==> src/rtl/posicao_robo.sv <==
// posicao_robo: tracks a robot's cell on a GRID_W x GRID_H grid, applies
// single-cell moves, flags moves refused at the grid edge, counts executed
// steps and latches arrival at the target cell until released.
// Optional feature: define POSICAO_WRAP_EN to make edge moves wrap around
// instead of being refused.
module posicao_robo #(
  parameter int GRID_W = 10,
  parameter int GRID_H = 10,
  parameter int X0     = 0,
  parameter int Y0     = 0
) (
  input  logic       c3,
  input  logic       reset,
  input  logic [2:0] acao,
  input  logic [3:0] alvo_x,
  input  logic [3:0] alvo_y,
  input  logic       liberar,
  output logic [3:0] pos_x,
  output logic [3:0] pos_y,
  output logic       colisao,
  output logic [7:0] passos,
  output logic       chegou,
  output logic [1:0] estado
);

  typedef enum logic [1:0] {
    IDLE = 2'b00,
    MOVE = 2'b01,
    DONE = 2'b10
  } state_t;

  localparam logic [3:0] XMAX   = 4'(GRID_W - 1);
  localparam logic [3:0] YMAX   = 4'(GRID_H - 1);
  localparam logic [3:0] XSTART = 4'(X0);
  localparam logic [3:0] YSTART = 4'(Y0);

`ifdef POSICAO_WRAP_EN
  localparam logic WRAP = 1'b1;
`else
  localparam logic WRAP = 1'b0;
`endif

  state_t     state;
  logic       isDir;
  logic       edgeHit;
  logic       refused;
  logic [3:0] nextX;
  logic [3:0] nextY;

  assign estado  = state;
  assign refused = edgeHit & ~WRAP;

  // Decode the movement code into a candidate cell, noting when it crosses an edge
  always_comb begin
    isDir   = 1'b0;
    edgeHit = 1'b0;
    nextX   = pos_x;
    nextY   = pos_y;
    case (acao)
      3'b001: begin
        isDir = 1'b1;
        if (pos_y == YMAX) begin
          edgeHit = 1'b1;
          nextY   = 4'd0;
        end else begin
          nextY = pos_y + 4'd1;
        end
      end
      3'b100: begin
        isDir = 1'b1;
        if (pos_y == 4'd0) begin
          edgeHit = 1'b1;
          nextY   = YMAX;
        end else begin
          nextY = pos_y - 4'd1;
        end
      end
      3'b011: begin
        isDir = 1'b1;
        if (pos_x == XMAX) begin
          edgeHit = 1'b1;
          nextX   = 4'd0;
        end else begin
          nextX = pos_x + 4'd1;
        end
      end
      3'b010: begin
        isDir = 1'b1;
        if (pos_x == 4'd0) begin
          edgeHit = 1'b1;
          nextX   = XMAX;
        end else begin
          nextX = pos_x - 4'd1;
        end
      end
      default: begin
        isDir = 1'b0;
      end
    endcase
  end

  // State machine with registered position, step counter and status flags
  always_ff @(posedge c3) begin
    if (!reset) begin
      state   <= IDLE;
      pos_x   <= XSTART;
      pos_y   <= YSTART;
      passos  <= 8'd0;
      colisao <= 1'b0;
      chegou  <= 1'b0;
    end else begin
      colisao <= 1'b0;
      case (state)
        DONE: begin
          if (liberar) begin
            state  <= IDLE;
            chegou <= 1'b0;
          end
        end
        default: begin
          if (!isDir) begin
            state <= IDLE;
          end else if (refused) begin
            colisao <= 1'b1;
            state   <= MOVE;
          end else begin
            pos_x  <= nextX;
            pos_y  <= nextY;
            passos <= (passos == 8'hFF) ? passos : passos + 8'd1;
            if (nextX == alvo_x && nextY == alvo_y) begin
              state  <= DONE;
              chegou <= 1'b1;
            end else begin
              state <= MOVE;
            end
          end
        end
      endcase
    end
  end

endmodule

==> config.mk <==
export PLATFORM = sky130hd
export DESIGN_NAME = posicao_robo
export DESIGN_NICKNAME = d
export VERILOG_FILES = /design/src/rtl/posicao_robo.sv
export SDC_FILE = /design/constraint.sdc
export NUM_CORES = 1
export LEC_CHECK = 0
export BUFFER_PORTS_ARGS = -buffer_cell sky130_fd_sc_hd__buf_4
export CORE_MARGIN = 2
export CORE_UTILIZATION = 35
export DETAILED_ROUTE_END_ITERATION = 7
export HOLD_SLACK_MARGIN = 0.08
export PLACE_DENSITY_LB_ADDON = 0.15
export REMOVE_ABC_BUFFERS = 1
export SLEW_MARGIN = 15
export SYNTH_ARGS = -nofsm -noshare
export SYNTH_HDL_FRONTEND = slang
export SYNTH_SLANG_ARGS = --single-unit
==> constraint.sdc <==
create_clock -name c3 -period 4.3 [get_ports c3]
set_clock_uncertainty 0.2 [all_clocks]
set_input_delay 0.215 -clock c3 [delete_from_list [all_inputs] [get_ports c3]]
set_output_delay 0.215 -clock c3 [all_outputs]
set_load 0.01 [all_outputs]
== After elaboration in Yosys (flattened, before gate mapping) ==
Cells that the tools add are included.

* Add/subtract/negate cells: 5
* Equal/unequal tests: 12
* Muxes and demuxes: 23
* Bitwise gates (word level): 5
* Reduce and logical (&&, ||, !) cells: 10

{| class="wikitable"
|+ Operators with widths
! cell !! number
|-
| $mux 4 || 4
|-
| $pmux 4 s2 || 2
|-
| $mux 1 || 11
|-
| $mux 2 || 5
|-
| $add 4x1->4 const B || 2
|-
| $add 8x1->8 const B || 1
|-
| $eq 4x4->1 || 2
|-
| $eq 4x4->1 const B || 2
|-
| $eq 8x8->1 const B || 1
|-
| $logic_not 4->1 || 2
|-
| $reduce_and 4->1 || 2
|-
| $sub 4x1->4 const B || 2
|-
| $eq 3x2->1 const B || 2
|-
| $not 1->1 || 5
|-
| $pmux 1 s4 || 1
|-
| $reduce_bool 2->1 || 2
|-
| $reduce_or 4->1 || 1
|-
| $eq 3x1->1 const B || 1
|-
| $eq 3x3->1 const B || 1
|-
| $reduce_and 3->1 || 1
|-
| $reduce_or 3->1 || 1
|-
| $eq 2x2->1 const B || 1
|-
| $ne 2x1->1 const B || 1
|-
| $ne 2x2->1 const B || 1
|-
| $logic_and 1x1->1 || 1
|}

* Flip-flop bits (word level): 20

== Logic depth before layout (Yosys ltp) ==
* Depth in word-level cells: 9
* Mapped depth: 9
* Depth with buffers taken out: 9

== Least setup slack after synthesis ==
Ideal clock, no wire load.

* Path kind: reg-to-reg
* From: register pos_x[1]
* To: register chegou
* Library setup time: 0.060 ns
* Arrival time: 2.542 ns
* Required time: 4.040 ns
* Path slack: 1.498 ns
* Stages on the path, launching flop included: 10
* Path buffers: 0
* Clock period less this slack: 2.802 ns
* Cell sequence: dfxtp_1 > inv_1 > ha_1 > or4b_4 > nor2b_4 > o21ai_2 > nand4_1 > or4_1 > or4_1 > nand2_1

* Word-level cells in the longest chain between the ends: 7

{| class="wikitable"
|+ RTL lines
! what !! line !! RTL
|-
| start: declaration || 18 || <nowiki>output logic [3:0] pos_x,</nowiki>
|-
| start signal: assignment || 127 || <nowiki>pos_x <= nextX;</nowiki>
|-
| $sub 4x1->4 (tied with other cells) || 93 || <nowiki>nextX = pos_x - 4'd1;</nowiki>
|-
| $mux 4, on equally long branches || 89, 80 ||
|-
| $pmux 4 s2 || 59 || <nowiki>case (acao)</nowiki>
|-
| $eq 4x4->1 || 130 || <nowiki>if (nextX == alvo_x && nextY == alvo_y) begin</nowiki>
|-
| $logic_and 1x1->1 || 130 ||
|-
| $reduce_bool 2->1 (no line) || n/a ||
|-
| $reduce_and 4->1 (no line) * || n/a ||
|-
| end signal: assignment || 110 || <nowiki>chegou <= 1'b0;</nowiki>
|-
| end signal: assignment || 117 || <nowiki>chegou <= 1'b0;</nowiki>
|-
| end signal: assignment || 132 || <nowiki>chegou <= 1'b1;</nowiki>
|-
| end: declaration || 22 || <nowiki>output logic chegou,</nowiki>
|}

Every way passes the cells marked *; elsewhere a longest branch is shown, timed or not.
A chain may end at the register's enable or synchronous reset.

== Worst setup path after layout ==
* From: register pos_y[0]
* To: register passos[4]

* Word-level cells in the longest chain between the ends: 5

{| class="wikitable"
|+ RTL lines
! what !! line !! RTL
|-
| start: declaration || 19 || <nowiki>output logic [3:0] pos_y,</nowiki>
|-
| start signal: assignment || 128 || <nowiki>pos_y <= nextY;</nowiki>
|-
| $eq 4x4->1 or $logic_not 4->1 (tied branches) || 62, 71 ||
|-
| $mux 1, on equally long branches || 62, 71 ||
|-
| $pmux 1 s4 * || 59 ||
|-
| $not 1->1 (no line) * || n/a ||
|-
| $reduce_and 4->1 (no line) * || n/a ||
|-
| end signal: assignment || 129 || <nowiki>passos <= (passos == 8'hFF) ? passos : passos + 8'd1;</nowiki>
|-
| end: declaration || 21 || <nowiki>output logic [7:0] passos,</nowiki>
|}

Marked as above.

==> qor.txt <==
status -> finished, final reports clean
wire length per cell -> 14.4 um
EDFF count, synth -> 0
pre-CTS setup slack -> 1260 ps
critical path peak fanout -> 12
final net count -> 251
Core Area -> 4380 um2
final setup violation count -> 0
Max VDD drop -> 0.000108 V
maxcap violations -> 0
# IOs -> 34
GRT Total Usage -> 15.9%
DR pass1 iterations -> 4
initial antenna violation count -> 0
Critical Path Start Type -> flip-flop
die width -> 71.9 um
Ant. Diodes -> 0
CP max stage cell -> dfxtp_1
Inst Count DP -> 276
Synth Warn # -> 0
Reg clk slew, reported paths -> 70 ps
synthesized area -> 1610 um2
Post-CTS Setup Inserts -> 0
pwr dens -> 225 nW/um2
hold_buf cts -> 1
Initial DRC Count -> 75
Slew Viols, Final -> 0
first-pass GRT wire length -> 6.58 mm
footprint of the multi-input gates -> 1130 um2
CP Capture Type -> flip-flop
clk_lat worst skew -> 250 ps
setup repair after global routing missed its margin -> no
largest net degree at the start of global routing -> 20
Flop pwr share -> 47.0%
chip height -> 71.9 um
Via density -> 5.67
top area cells in the synthesized netlist -> dfxtp_1 25%, ha_1 5.4%, xor2_1 4.3%
PortBufs -> 33
Remaining DRCs -> 0
Clk network pwr share -> 28.2%
Synth cell types -> 58
setup_tns -> 0 ps
fin area -> 1920 um2
# resized after CTS -> 0
row cnt -> 24
Top FF cell, synth -> dfxtp_1
Non-Filler Instances -> 280
Synth Instances -> 203
FF+latch area -> 400 um2
layout cell share with drive strength beyond 1 -> 18.9%
Sw Ratio -> 29.2%
CP delay by family, top -> simple AND/OR/NAND/NOR gates
Leakage -> 0.788 nW
CP bufs+invs -> 1
die area -> 5160 um2
via count -> 1588
Yosys reg bits -> 20
Root Buffer -> clkbuf_8
Final HPWL DP -> 3.07 mm
CTS tree -> built
critical path's largest stage delay -> 490 ps
Sink Count -> 20
crit-path cells -> inv_1, ha_1, nor3b_1, a2bb2oi_1, nand3_1, nor2_1, nand4_1, xnor2_1, and2_1
vias in the first global route -> 1371
Comb pwr share -> 24.8%
crit path kind -> flip-flop to flip-flop
gr ovfl total -> 0
Synth area leader -> dfxtp_1
slew margin rel. -> 62.6%
share of the synthesized area in the top cell type -> 24.8%
H-Tree Depth -> 1
Crit path arrival time -> 3020 ps
Internal Power -> 0.000305 W
worst min path class -> input pin to flip-flop
final hold vios -> 0
final wirelength -> 4.04 mm
post-layout min period -> 3060 ps
Antenna Violating Nets Remaining -> 0
Mean Syn Cell Area -> 7.94 um2
cell area after placement -> 1860 um2
maximum buffer depth of the clock tree -> 2
f_max -> 0.326 GHz
Starting Density -> 36.8%
final setup margin -> 1240 ps
CP Data Required Time -> 4250 ps
FILL cells -> 448
Worst Max-Slew Pin Slew -> 560 ps
total CTS buffers -> 3
post-synthesis sequential area ratio -> 24.8%
GP Congestion -> 0.827
switching power -> 0.000126 W
Area Growth Syn to Fin -> 18.9%
FFs w/ async S/R, synth -> 0%
Final Cycle Share -> 71.3%
hold_ws -> 107 ps
[layout make-up]
type | count | area share (%)
Multi-Input combinational cell | 165 | 58.9
Sequential cell | 20 | 20.9
Inverter | 6 | 1.18
Clock buffer | 3 | 2.16
Tap cell | 52 | 3.40
Timing Repair Buffer | 34 | 13.5
[worst register-to-register path, cell delays in order, from the launching register on]
cell	delay (ps)
dfxtp_1	490
inv_1	130
ha_1	290
nor3b_1	200
a2bb2oi_1	340
nand3_1	430
nor2_1	430
nand4_1	160
xnor2_1	140
and2_1	150
[state kept, by name, summed over array words and instances, names as in the netlist]
name,count
pos_y,4
colisao,1
chegou,1
estado,2
passos,8
pos_x,4
[power groups by stage]
| stage | combinational [W] | sequential (W) | clock, W |
|---|---|---|---|
| detailed placement | 0.000106 | 0.000207 | 0 |
| global placement | 0.000107 | 0.000207 | 0 |
| CTS | 0.000107 | 0.000202 | 0.000125 |
| floorplan | 0.0000616 | 0.000207 | 0 |
| finish | 0.000107 | 0.000202 | 0.000121 |
| global route | 0.000118 | 0.000204 | 0.000134 |
[Yosys cell counts (all sizes together) (4+ instances only)]
library cell and instances:
and3 4, o21ai 9, nand3 9, and2 8, nand3b 6, nor2 12, xor2 8, dfxtp 20
clkbuf 5, inv 6, nor3 4, buf 7, xnor2 6, nor2b 10, a31oi 4, a21oi 6
ha 7, nand2 15, nand4 4
[metrics by stage]
stage	utilization [%]	power [W]
2_1_floorplan	-	0.000269
3_3_place_gp	42.5	0.000313
3_5_place_dp	42.5	0.000313
4_1_cts	43.7	0.000435
5_1_grt	43.7	0.000456
6_report	43.7	0.000430
[logic make-up (layout without fill, tap and decap cells)]
| kind of cell | count (synthesis) | count (layout) | synth area share (%) |
|---|---|---|---|
| compound gates | 48 | 48 | 21.7 |
| buf+inv | 18 | 43 | 5.12 |
| fa+ha+maj | 7 | 7 | 5.43 |
| flops | 20 | 20 | 24.8 |
| xor+xnor | 14 | 14 | 7.61 |
| simple gates | 96 | 96 | 35.3 |
[final timing paths]
check	startpoint	end	slack [ps]	cells after the start
hold reg to reg	chegou	chegou	270	2
setup reg to reg	pos_y[0]	passos[4]	1240	9
setup / recovery	pos_y[0]	passos[4]	1240	9
hold / removal	reset	pos_x[1]	110	2
[metal layers]
layer  GRT usage (%)  vias up  share of wire [%]  wire [um]
met2            23.8       48                 43       1730
met4            4.40        0               0.82         33
met5               0        -                  0          0
met3            1.55        2                5.7        232
met1            24.2      735                 51       2040
li1                -      803                  -          -
[cell usage in the layout, fill, tap and decap left out, drive strengths merged, types with 6 or more instances in the layout]
cell type  count
buf           33
dfxtp         20
nand2         15
nor2          12
nor2b         10
nand3          9
o21ai          9
and2           8
xor2           8
ha             7
inv            6
a21oi          6
nand3b         6
xnor2          6
Note: power is estimated with default switching activity, not from simulation.
